===== config.mk =====
export PLATFORM = sky130hd
export DESIGN_NAME = in_feature_loader_1_flat
export DESIGN_NICKNAME = d
export VERILOG_FILES = /design/src/rtl/in_feature_loader_1_pkg.sv /design/src/rtl/in_feature_loader_1_if.sv /design/src/rtl/in_feature_loader_1_rise_detect.sv /design/src/rtl/in_feature_loader_1.sv /design/src/flat_wrapper.sv
export SDC_FILE = /design/constraint.sdc
export NUM_CORES = 1
export LEC_CHECK = 0
export ABC_CLOCK_PERIOD_IN_PS = 4100
export BUFFER_PORTS_ARGS = -buffer_cell sky130_fd_sc_hd__buf_2
export CORE_ASPECT_RATIO = 0.9
export CORE_MARGIN = 1
export CORE_UTILIZATION = 48
export CTS_CLUSTER_SIZE = 30
export DETAILED_ROUTE_END_ITERATION = 7
export GPL_ROUTABILITY_DRIVEN = 0
export PLACE_DENSITY = 0.79
export SKIP_CTS_REPAIR_TIMING = 1
export SYNTH_ARGS = -nofsm -noshare
export SYNTH_HDL_FRONTEND = slang
export SYNTH_SLANG_ARGS = --single-unit

===== constraint.sdc =====
create_clock -name clock -period 4.1 [get_ports clock]
set_clock_uncertainty 0.2 [all_clocks]
set_input_delay 1.23 -clock clock [delete_from_list [all_inputs] [get_ports clock]]
set_output_delay 1.23 -clock clock [all_outputs]
set_load 0.05 [all_outputs]

===== src/rtl/in_feature_loader_1_pkg.sv =====
// Shared definitions for the layer-1 in-feature loader: FSM encoding and
// default sizing constants.
package in_loader_pkg;

  typedef enum logic [1:0] {
    ST_IDLE = 2'd0,
    ST_LOAD = 2'd1,
    ST_RUN  = 2'd2
  } loader_state_t;

  localparam int FRAME_COUNT_WIDTH   = 16;
  localparam int DEFAULT_FRAME_WORDS = 1024;

endpackage


===== src/rtl/in_feature_loader_1_if.sv =====
// Valid/ready stream carrying one in-feature word per RAM bank per beat.
interface in_feature_loader_1_if #(
  parameter int WIDTH = 48
);
  logic             s_valid;
  logic             s_ready;
  logic [WIDTH-1:0] s_data;

  modport master (output s_valid, output s_data, input s_ready);
  modport slave  (input s_valid, input s_data, output s_ready);
endinterface


===== src/rtl/in_feature_loader_1_rise_detect.sv =====
// Registered rising-edge detector; a synchronous clear forces the history
// high so a level that is already asserted cannot report a new rise.
module rise_detect (
  input  logic clock,
  input  logic reset,
  input  logic clear,
  input  logic d,
  output logic rise
);

  logic prev_r;

  // Previous-sample register, preloaded high while cleared.
  always_ff @(posedge clock or posedge reset) begin
    if (reset) begin
      prev_r <= 1'b0;
    end else if (clear) begin
      prev_r <= 1'b1;
    end else begin
      prev_r <= d;
    end
  end

  assign rise = d & ~prev_r;

endmodule


===== src/rtl/in_feature_loader_1.sv =====
// Loads one frame from a stream into the in-feature RAM banks, then lends
// the RAM read ports to layer 1 until its pool_done rises.
module in_feature_loader_1
  import in_loader_pkg::*;
#(
  parameter int DATA_WIDTH            = 16,
  parameter int INPUT_NUM_MEM         = 3,
  parameter int IN_FEATURE_ADDR_WIDTH = 10,
  parameter int FRAME_WORDS           = DEFAULT_FRAME_WORDS
) (
  input  logic                                   clock,
  input  logic                                   reset,
  input  logic                                   start,
  in_feature_loader_1_if.slave                   s,
  input  logic [IN_FEATURE_ADDR_WIDTH-1:0]       l1_addra,
  input  logic [IN_FEATURE_ADDR_WIDTH-1:0]       l1_addrb,
  input  logic                                   l1_rden_a,
  input  logic                                   l1_rden_b,
  input  logic                                   l1_wren_a,
  input  logic                                   l1_wren_b,
  output logic [IN_FEATURE_ADDR_WIDTH-1:0]       ram_addr_a,
  output logic [IN_FEATURE_ADDR_WIDTH-1:0]       ram_addr_b,
  output logic [DATA_WIDTH*INPUT_NUM_MEM-1:0]    ram_data_a,
  output logic                                   ram_rden_a,
  output logic                                   ram_rden_b,
  output logic                                   ram_wren_a,
  output logic                                   ram_wren_b,
  output logic                                   l1_enable,
  input  logic                                   pool_done,
  output logic                                   busy,
  output logic                                   frame_done,
  output logic [FRAME_COUNT_WIDTH-1:0]           frame_count
);

  localparam int AW     = IN_FEATURE_ADDR_WIDTH;
  localparam int WCNT_W = IN_FEATURE_ADDR_WIDTH + 1;
  localparam int BEAT_W = DATA_WIDTH * INPUT_NUM_MEM;

  // One extra counter bit lets a full 2^AW frame finish without wrapping.
  localparam logic [WCNT_W-1:0] LAST_WORD  = WCNT_W'(FRAME_WORDS - 1);
  localparam logic [WCNT_W-1:0] FULL_COUNT = WCNT_W'(FRAME_WORDS);

  loader_state_t                 state_r;
  logic [WCNT_W-1:0]             wcnt_r;
  logic [AW-1:0]                 ram_addr_a_r;
  logic [BEAT_W-1:0]             ram_data_a_r;
  logic                          ram_wren_a_r;
  logic                          s_ready_r;
  logic                          l1_enable_r;
  logic                          busy_r;
  logic                          frame_done_r;
  logic [FRAME_COUNT_WIDTH-1:0]  frame_count_r;
  logic                          pool_rise_s;
  logic                          rise_clear_s;
  logic                          accept_s;
  logic                          unused_l1_wren_s;

  assign accept_s     = s.s_valid & s_ready_r;
  assign rise_clear_s = (state_r != ST_RUN);

  // Layer 1 write requests are never honoured; keep them visibly consumed.
  assign unused_l1_wren_s = l1_wren_a ^ l1_wren_b;

  rise_detect u_pool_rise (
    .clock (clock),
    .reset (reset),
    .clear (rise_clear_s),
    .d     (pool_done),
    .rise  (pool_rise_s)
  );

  // Loader FSM with all registered outputs.
  always_ff @(posedge clock or posedge reset) begin
    if (reset) begin
      state_r       <= ST_IDLE;
      wcnt_r        <= '0;
      ram_addr_a_r  <= '0;
      ram_data_a_r  <= '0;
      ram_wren_a_r  <= 1'b0;
      s_ready_r     <= 1'b0;
      l1_enable_r   <= 1'b0;
      busy_r        <= 1'b0;
      frame_done_r  <= 1'b0;
      frame_count_r <= '0;
    end else begin
      ram_wren_a_r <= 1'b0;
      frame_done_r <= 1'b0;
      case (state_r)
        ST_IDLE: begin
          if (start) begin
            state_r   <= ST_LOAD;
            wcnt_r    <= '0;
            s_ready_r <= 1'b1;
            busy_r    <= 1'b1;
          end
        end
        ST_LOAD: begin
          if (accept_s) begin
            ram_addr_a_r <= wcnt_r[AW-1:0];
            ram_data_a_r <= s.s_data;
            ram_wren_a_r <= 1'b1;
            wcnt_r       <= wcnt_r + WCNT_W'(1);
            if (wcnt_r == LAST_WORD) begin
              s_ready_r <= 1'b0;
            end
          end else if (wcnt_r == FULL_COUNT) begin
            // Last write strobe is on the bus this cycle; hand over next.
            state_r     <= ST_RUN;
            l1_enable_r <= 1'b1;
          end
        end
        ST_RUN: begin
          if (pool_rise_s) begin
            state_r       <= ST_IDLE;
            l1_enable_r   <= 1'b0;
            busy_r        <= 1'b0;
            frame_done_r  <= 1'b1;
            frame_count_r <= frame_count_r + FRAME_COUNT_WIDTH'(1);
          end
        end
        default: begin
          state_r     <= ST_IDLE;
          s_ready_r   <= 1'b0;
          l1_enable_r <= 1'b0;
          busy_r      <= 1'b0;
        end
      endcase
    end
  end

  // RAM port mux: layer 1 owns the read ports in RUN, loader owns port A otherwise.
  always_comb begin
    ram_addr_a = ram_addr_a_r;
    ram_addr_b = '0;
    ram_rden_a = 1'b0;
    ram_rden_b = 1'b0;
    ram_wren_a = ram_wren_a_r;
    ram_wren_b = 1'b0;
    if (state_r == ST_RUN) begin
      ram_addr_a = l1_addra;
      ram_addr_b = l1_addrb;
      ram_rden_a = l1_rden_a;
      ram_rden_b = l1_rden_b;
      ram_wren_a = 1'b0;
      ram_wren_b = 1'b0;
    end else begin
      ram_addr_a = ram_addr_a_r;
      ram_wren_a = ram_wren_a_r;
    end
  end

  assign ram_data_a  = ram_data_a_r;
  assign s.s_ready   = s_ready_r;
  assign l1_enable   = l1_enable_r;
  assign busy        = busy_r;
  assign frame_done  = frame_done_r;
  assign frame_count = frame_count_r;

endmodule


===== src/flat_wrapper.sv =====
// flat-port wrapper written by rule: the top's interface ports become plain ports
module in_feature_loader_1_flat import in_loader_pkg::*;
#(
  parameter int DATA_WIDTH            = 16,
  parameter int INPUT_NUM_MEM         = 3,
  parameter int IN_FEATURE_ADDR_WIDTH = 10,
  parameter int FRAME_WORDS           = DEFAULT_FRAME_WORDS
)
  (clock, reset, start, l1_addra, l1_addrb, l1_rden_a, l1_rden_b, l1_wren_a, l1_wren_b, ram_addr_a, ram_addr_b, ram_data_a, ram_rden_a, ram_rden_b, ram_wren_a, ram_wren_b, l1_enable, pool_done, busy, frame_done, frame_count, s_s_valid, s_s_data, s_s_ready);
  in_feature_loader_1_if s_i ();
  input  logic clock;
  input  logic reset;
  input  logic start;
  input  logic [IN_FEATURE_ADDR_WIDTH-1:0] l1_addra;
  input  logic [IN_FEATURE_ADDR_WIDTH-1:0] l1_addrb;
  input  logic l1_rden_a;
  input  logic l1_rden_b;
  input  logic l1_wren_a;
  input  logic l1_wren_b;
  output logic [IN_FEATURE_ADDR_WIDTH-1:0] ram_addr_a;
  output logic [IN_FEATURE_ADDR_WIDTH-1:0] ram_addr_b;
  output logic [DATA_WIDTH*INPUT_NUM_MEM-1:0] ram_data_a;
  output logic ram_rden_a;
  output logic ram_rden_b;
  output logic ram_wren_a;
  output logic ram_wren_b;
  output logic l1_enable;
  input  logic pool_done;
  output logic busy;
  output logic frame_done;
  output logic [FRAME_COUNT_WIDTH-1:0] frame_count;
  input wire logic [$bits(s_i.s_valid)-1:0] s_s_valid;
  input wire logic [$bits(s_i.s_data)-1:0] s_s_data;
  output wire logic [$bits(s_i.s_ready)-1:0] s_s_ready;
  assign s_i.s_valid = s_s_valid;
  assign s_i.s_data = s_s_data;
  assign s_s_ready = s_i.s_ready;
  in_feature_loader_1 #(.DATA_WIDTH(DATA_WIDTH), .INPUT_NUM_MEM(INPUT_NUM_MEM), .IN_FEATURE_ADDR_WIDTH(IN_FEATURE_ADDR_WIDTH), .FRAME_WORDS(FRAME_WORDS)) u_core (.clock(clock), .reset(reset), .start(start), .s(s_i), .l1_addra(l1_addra), .l1_addrb(l1_addrb), .l1_rden_a(l1_rden_a), .l1_rden_b(l1_rden_b), .l1_wren_a(l1_wren_a), .l1_wren_b(l1_wren_b), .ram_addr_a(ram_addr_a), .ram_addr_b(ram_addr_b), .ram_data_a(ram_data_a), .ram_rden_a(ram_rden_a), .ram_rden_b(ram_rden_b), .ram_wren_a(ram_wren_a), .ram_wren_b(ram_wren_b), .l1_enable(l1_enable), .pool_done(pool_done), .busy(busy), .frame_done(frame_done), .frame_count(frame_count));
endmodule

==> impl_metrics.tcl <==
set metrics [dict create \
    status "complete, no violations" \
    yosysSeqAreaShare_pct 57.3 \
    cts_max_path_buffers 2 \
    diodes 0 \
    die_h_um 89.2 \
    grtUsageMet2_pct 35.3 \
    synth_simple_gate_area_share_pct 27.7 \
    async_flop_share_pct 100 \
    drt-wirelength-per-cell_um 13.0 \
    synth_xor_area_share_pct 5.18 \
    r2r_cells 5 \
    drtIter0Drc 141 \
    hold_path_end "u_core.ram_data_a[42]" \
    synthTopCellsByArea "dfrtp_1, nand2_1, xnor2_1, mux2_2, and2_1" \
    grt_use_met1_pct 25.3 \
    overflow 0 \
    grt_pass1_vias 3119 \
    rsz0062_at_grt "no" \
    synth_fa_ha_area_share_pct 0.925 \
    synth-compound-area-share_pct 2.40 \
    cts_buffers 9 \
    min_period_ps 3690 \
    path_clk_slew_ps 90 \
    muxShareOfSynthArea_pct 2.77 \
    hold_viol_final 0 \
    max_slew_margin_pct 44.7 \
    cts-root-buf "clkbuf_8" \
    synth.distinct_cells 42 \
    end_kind "output port" \
    track_usage_pct 20.4 \
    crit_arrival_ps 2260 \
    drv_cap 0 \
    cp_num_buf_inv 2 \
    yosysTopAreaCell "dfrtp_1" \
    initial_core_util_pct 50.1 \
    fmax_mhz 271 \
    ios 169 \
    cts_htree_levels 3 \
    cp_top_family "flip-flops" \
    area_growth_pct 26.5 \
    cp_cell_sequence "nor2b_2 > buf_4 > mux2_2 > buf_2" \
    cts.sinks 93 \
    p_leak_nw 2.88 \
    cp-start-kind "flop" \
    synthesis.nets 507 \
    power_density_nw_per_um2 449 \
    synth.avg_cell_area_um2 9.51 \
    reg2reg_slack_ps 1960 \
    core_um2 8110 \
    die_w_um 98.9 \
    worstHoldPathType "reg -> reg" \
    cts_tree "done" \
    dp_hpwl_um 6420 \
    ys.warnings.count 0 \
    drcViolationCount 0 \
    clk_latency_ps 350 \
    detail-route-antenna-nets 0 \
    first_pass_iters 4 \
    grt_pass1_wl_um 14100 \
    slew_violations 0 \
    tns_ps 0 \
    yosys.area.top_type_share_pct 57.3 \
    period_share_pct 90.1 \
    worst_ir_drop_vdd_mv 0.250 \
    tightestPinTransition_ps 828 \
    busiest_layer "met2" \
    slowest_delay_ps 570 \
    dieArea_um2 8830 \
    crit_required_ps 2670 \
    synthCells 427 \
    viasPerCell 4.92 \
    critical_path_class "reg -> out" \
    met3_usage_pct 5.79 \
    synth_top_family_by_area "simple AND/OR/NAND/NOR gates" \
    r2r-start "u_core.state_r[1]" \
    fin_cells 690 \
    port_buffers 165 \
    ys.flop_type "dfrtp_1" \
    rr_endpoint "u_core.wcnt_r[10]" \
    setup_viol 0 \
    worstPathMaxFanout 14 \
    ys_ff_latch 93 \
    synth_edf_count 0 \
    n_fill_cell 667 \
    hold_depth 2 \
    final_common_cell "nand2_1" \
    place_inst 674 \
    dr_total_vias 3392 \
    rows 31 \
    syn-cell-area_um2 4060 \
    crit_slowest_cell "dfrtp_1" \
    drive_gt1_share_pct 35.0 \
    mostFrequentLayoutCells "nand2_1, buf_2, dfrtp_1, xnor2_1, nor2_1" \
    wirelength_um 8970 \
    hp-start "u_core.ram_data_a[42]" \
    nets 666 \
    grt_max_degree 54 \
    antenna_found_initial 0 \
]
-- metal layers --
layer | vias to the layer above | wire length, um
li1 | 1670 | -
met1 | 1582 | 3970
met2 | 129 | 4310
met3 | 11 | 589
met4 | 0 | 105
met5 | - | 0
-- final cells by class --
| type | instances | area (um^2) | share of cell area [%] |
|---|---|---|---|
| clock buffers | 11 | 141 | 2.75 |
| clock inverters | 5 | 36.3 | 0.707 |
| inverters | 9 | 35.0 | 0.682 |
| multi-input cells | 302 | 1590 | 30.9 |
| flip-flops and latches | 93 | 2330 | 45.3 |
| well taps | 99 | 124 | 2.41 |
| repair buffers | 171 | 883 | 17.2 |
-- logic make-up after synthesis --
logic type / Yosys count
mux: 10
simple gates: 250
xor+xnor: 24
other cells: 1
compound gates: 14
flops: 93
buf+inv: 32
fa+ha+maj: 3
-- tightest hold or removal path, delay by kind of cell (launching register included) --
family	cells	cell delay, ps
simple gates	2	110
flops	1	340
-- synth_stat cells (2+ instances only) --
cell type / n
nand2b_1: 3
nor4_1: 4
buf_4: 4
buf_1: 5
buf_2: 9
mux2_2: 10
xor2_1: 5
and2_1: 13
nand3_1: 9
inv_1: 9
o22ai_1: 2
ha_1: 3
xnor2_1: 19
nor2_1: 16
o21ai_0: 4
nand2_1: 178
nor2b_1: 5
dfrtp_1: 93
and3_1: 2
nand4_1: 9
clkbuf_1: 4
-- flip-flops by register name, summed over array words and instances (netlist names) --
| signal | count |
|---|---|
| u_core.wcnt_r | 11 |
| u_core.ram_data_a | 48 |
| u_core.state_r | 2 |
| u_core.ram_addr_a_r | 10 |
| u_core.u_pool_rise.prev_r | 1 |
| u_core.frame_count | 16 |
| u_core.frame_done | 1 |
| u_core.l1_enable | 1 |
| u_core.s.s_ready | 1 |
| u_core.ram_wren_a_r | 1 |
| u_core.busy | 1 |
-- through the flow --
step	worst slack [ps]	power, W	cell area, um^2	hold WS, ps	util [%]
2_1_floorplan	250	0.00160	4060	242	-
3_3_place_gp	844	0.00176	4960	253	61.1
3_5_place_dp	791	0.00177	4960	257	61.1
4_1_cts	380	0.00233	5130	278	63.3
5_1_grt	260	0.00243	5130	290	63.3
6_report	406	0.00230	5130	274	63.3
-- power breakdown --
group	switching [W]	internal, W
Combinational	0.000467	0.000172
Sequential	0.0000887	0.00102
Clock	0.000315	0.000237
Total	0.000871	0.00143
-- worst max-delay path by stage --
| stage | slack (ps) | start | end | cells past startpoint |
|---|---|---|---|---|
| finish | 410 | u_core.state_r[1] | ram_addr_a[8] | 4 |
| CTS | 380 | u_core.state_r[1] | ram_addr_a[8] | 4 |
| floorplan | 250 | reset | u_core.busy | 1 |
| global route | 260 | u_core.state_r[1] | ram_addr_a[8] | 4 |
| global placement | 840 | u_core.state_r[1] | ram_addr_a[6] | 4 |
| detailed placement | 790 | u_core.state_r[1] | ram_addr_a[5] | 4 |
Power figures use the tool's default switching activity.
